File: src/rtl/params_pkg.sv
// params_pkg: shared widths and fetch FSM state encoding
package params_pkg;
   localparam int ADDR_W  = 10;
   localparam int INSTR_W = 16;
   typedef enum logic [1:0] {FS_IDLE, FS_REQ, FS_RESP, FS_HOLD} fetch_state_t;
endpackage

File: src/rtl/fetch_unit.sv
// fetch_unit: reads imem at the PC and hands each word to decode over valid/ready, driving PC updates
module fetch_unit
   import params_pkg::*;
(
   input  logic               clk,
   input  logic               rst,
   input  logic               run,
   input  logic [ADDR_W-1:0]  pc_curr,
   input  logic [ADDR_W-1:0]  pc_inc,
   output logic               pc_we,
   output logic [ADDR_W-1:0]  pc_next,
   output logic               imem_en,
   output logic [ADDR_W-1:0]  imem_addr,
   input  logic [INSTR_W-1:0] imem_rdata,
   input  logic               redirect_valid,
   input  logic [ADDR_W-1:0]  redirect_target,
   output logic [INSTR_W-1:0] instr,
   output logic [ADDR_W-1:0]  instr_pc,
   output logic               instr_valid,
   input  logic               instr_ready,
   output logic               busy
);
   fetch_state_t      state, next_state;
   logic [ADDR_W-1:0] pend_pc;
   logic              hs, decide, capture;
   // instr_valid is only ever set in HOLD, so a handshake implies HOLD
   always_comb begin
      hs         = instr_valid & instr_ready;
      decide     = redirect_valid | hs | (state == FS_IDLE);
      capture    = (state == FS_RESP) & ~redirect_valid;
      pc_we      = ~rst & (redirect_valid | hs);
      pc_next    = redirect_valid ? redirect_target : pc_inc;
      imem_en    = ~rst & (state == FS_REQ);
      imem_addr  = pc_curr;
      busy       = state != FS_IDLE;
      next_state = decide ? (run ? FS_REQ : FS_IDLE) :
                   state == FS_REQ  ? FS_RESP :
                   state == FS_RESP ? FS_HOLD : state;
   end
   always_ff @(posedge clk) begin
      if (rst) begin
         state       <= FS_IDLE;
         pend_pc     <= '0;
         instr       <= '0;
         instr_pc    <= '0;
         instr_valid <= 1'b0;
      end else begin
         state       <= next_state;
         if (state == FS_REQ) pend_pc <= pc_curr;
         if (capture) begin
            instr    <= imem_rdata;
            instr_pc <= pend_pc;
         end
         instr_valid <= capture | (instr_valid & ~(redirect_valid | hs));
      end
   end
endmodule

File: config.mk
export PLATFORM = sky130hd
export DESIGN_NAME = fetch_unit
export DESIGN_NICKNAME = d
export VERILOG_FILES = /design/src/rtl/params_pkg.sv /design/src/rtl/fetch_unit.sv
export SDC_FILE = /design/constraint.sdc
export NUM_CORES = 1
export LEC_CHECK = 0
export BUFFER_PORTS_ARGS = -buffer_cell sky130_fd_sc_hd__buf_2
export CORE_ASPECT_RATIO = 1.75
export CORE_MARGIN = 2
export CORE_UTILIZATION = 25
export DETAILED_ROUTE_END_ITERATION = 10
export SYNTH_ARGS = -nofsm -noshare
export SYNTH_HDL_FRONTEND = slang
export SYNTH_SLANG_ARGS = --single-unit
export TNS_END_PERCENT = 1
File: constraint.sdc
create_clock -name clk -period 1.8 [get_ports clk]
set_input_delay 0.09 -clock clk [delete_from_list [all_inputs] [get_ports clk]]
set_output_delay 0.09 -clock clk [all_outputs]
set_load 0.005 [all_outputs]
==> results.yml <==
pwr:
  power_per_cell_area_nw_per_um2: 762.7
  power_mw: 1.665
  p_leak_nw: 1.004
  irDropWorstVdd_mv: 0.3877
global_routing:
  gr-usage-all-layers: 0.1110
  grt_pass1_wl_mm: 6.141
  antenna_found_initial: 0
  grt_max_degree: 31
  overflow: 0
  grt_pass1_vias: 1322
timing:
  rsz0062_at_grt: "false"
  skew_ns: 0.002812
  setup_viol: 0
  finalCritPeriodShare: 0.7629
  setup_slack_ns: 0.4268
  fmax_mhz: 728.2
  hold_viol: 0
  maxSlewHeadroom: 0.6409
  fin_setup_tns_ns: 0
  tightest_slew_ns: 0.5387
  slew_viol_final: 0
  period_needed_ns: 1.373
critical_path:
  cp-end-kind: "output pin"
  critPathMaxFanout: 11
  startpoint_type: "register"
  cp_data_required_time_ns: 1.71
  cp_data_arrival_time_ns: 1.28
  worstSetupPathType: "reg2out"
synth:
  syn_nets: 218
  seq_area_frac_synth: 0.4804
  ys_ff_latch: 39
  syn_area_um2: 1625
  syn_area_per_cell_um2: 9.732
  yosysWarningCount: 0
  syn_inst: 167
  synth_cell_types: 21
floorplanning:
  core_area_um2: 6228
  die_h_um: 110.7
  initial_core_util: 0.2609
  die-area_um2: 7188
  pin_count: 101
  row_count: 38
  die_w_um: 64.95
routing:
  drc: 0
  avgRoutedWirePerCell_um: 11.39
  routed_wirelength_mm: 3.839
  first_pass_iters: 4
  avgViaCountPerCell: 4.184
  antenna_left: 0
  first_iter_violations: 21
  vias: 1410
hold_path:
  hold_class: "in2reg"
finish:
  drive_above_1_share: 0.4825
  syn2layout_area_growth_pct: 34.33
  final_nets: 307
  postLayoutCellArea_um2: 2183
  final_cell_mix: "100 x buf_2, 39 x dfxtp_1, 28 x nor2_1"
  diodes: 0
  finalNonFillerCells: 337
  final_common_cell: "buf_2"
placement:
  hpwl_mm: 2.933
  place_ws_ns: 0.4803
  postPlaceCellArea_um2: 2095
  placedCellCount: 329
  gp_congestion: 0.6800
  io_buffers: 100
run_status:
  status: "finished, final reports clean"
clock_tree:
  numCtsBuffers: 5
  clk_pin_slew_ns: 0.08
  tritoncts: "built"
  ctsHtreeMaxLevel: 2
  ctsResizeCount: 0
  cts.sinks: 39
  cts_setup_buffers: 0
  ctsRootBufferMaster: "clkbuf_8"
  ctsHoldBuffers: 0
  cts_buffer_depth: 2
  clkLatencyLatePin_ns: 0.28
job:
  drv_cap: 0
[path summary, 6_finish.rpt]
path	from	cells past startpoint	end	slack, ns
worst max-delay path	state[0]$_SDFFE_PP0P_	3	imem_en	0.43
worst min-delay path	imem_rdata[6]	3	instr[6]$_SDFFE_PP0P_	0.04
worst max register to register	state[1]$_SDFFE_PP0P_	4	instr[10]$_SDFFE_PP0P_	0.48
worst min register to register	pend_pc[2]$_SDFFE_PP0N_	2	pend_pc[2]$_SDFFE_PP0N_	0.46
[area by class of cell]
type / instances / area (um2)
clock buffer: 5 / 68.82
timing repair buffer: 103 / 523.0
multi-input combinational: 106 / 686.9
clock inverter: 3 / 20.02
fill: 694 / 4045
sequential: 39 / 780.7
inverter: 1 / 3.754
tap: 80 / 100.1
[through the flow]
step / utilization / hold WS [ns]
3_3_place_gp: 0.3363 / 0.3276
2_1_floorplan: - / 0.2260
4_1_cts: 0.3505 / 0.02003
6_report: 0.3505 / 0.03831
5_1_grt: 0.3505 / 0.02904
3_5_place_dp: 0.3363 / 0.3346
[cell usage after synthesis (all sizes together)]
library cell | n | area, um2
nor3b | 2 | 20.02
a21o | 1 | 7.510
nand2b | 1 | 6.260
o21ai | 1 | 5.000
or2 | 1 | 6.260
inv | 1 | 3.750
buf | 17 | 145.1
dfxtp | 39 | 780.8
nor2 | 29 | 111.4
nand2 | 21 | 78.83
mux2i | 26 | 260.3
a21oi | 13 | 65.06
clkbuf | 4 | 15.01
and2b | 1 | 7.510
mux2 | 10 | 112.6
[kinds of logic after synthesis]
kind of cell,share of synthesized area
muxes,0.2294
and+or+nand+nor,0.1417
buffers and inverters,0.1008
DFF,0.4804
AOI/OAI and AO/OA,0.04773
[state kept, by name, summed over array words and instances (netlist names)]
name	count
instr	16
instr_valid	1
instr_pc	10
state	2
pend_pc	10
[per-layer routing]
metal,global-route usage,vias up,routed length (um)
met5,0,-,0
met4,0.04255,0,48
met3,0.03655,4,263
met2,0.1938,53,2011
met1,0.1208,644,1515
li1,-,709,-
[report_power, final]
part	total, mW	leakage, nW	switching (mW)	internal, mW
Sequential	0.893	0.316	0.0109	0.882
Combinational	0.194	0.648	0.0897	0.104
Clock	0.579	0.0402	0.309	0.269
Total	1.67	1.00	0.410	1.26
[critical path, stage by stage, from the launching register on]
cell,delay (ns)
dfxtp_1,0.42
nand2b_1,0.27
nor2_1,0.17
buf_2,0.13
Note: power is estimated with default switching activity, not from simulation.
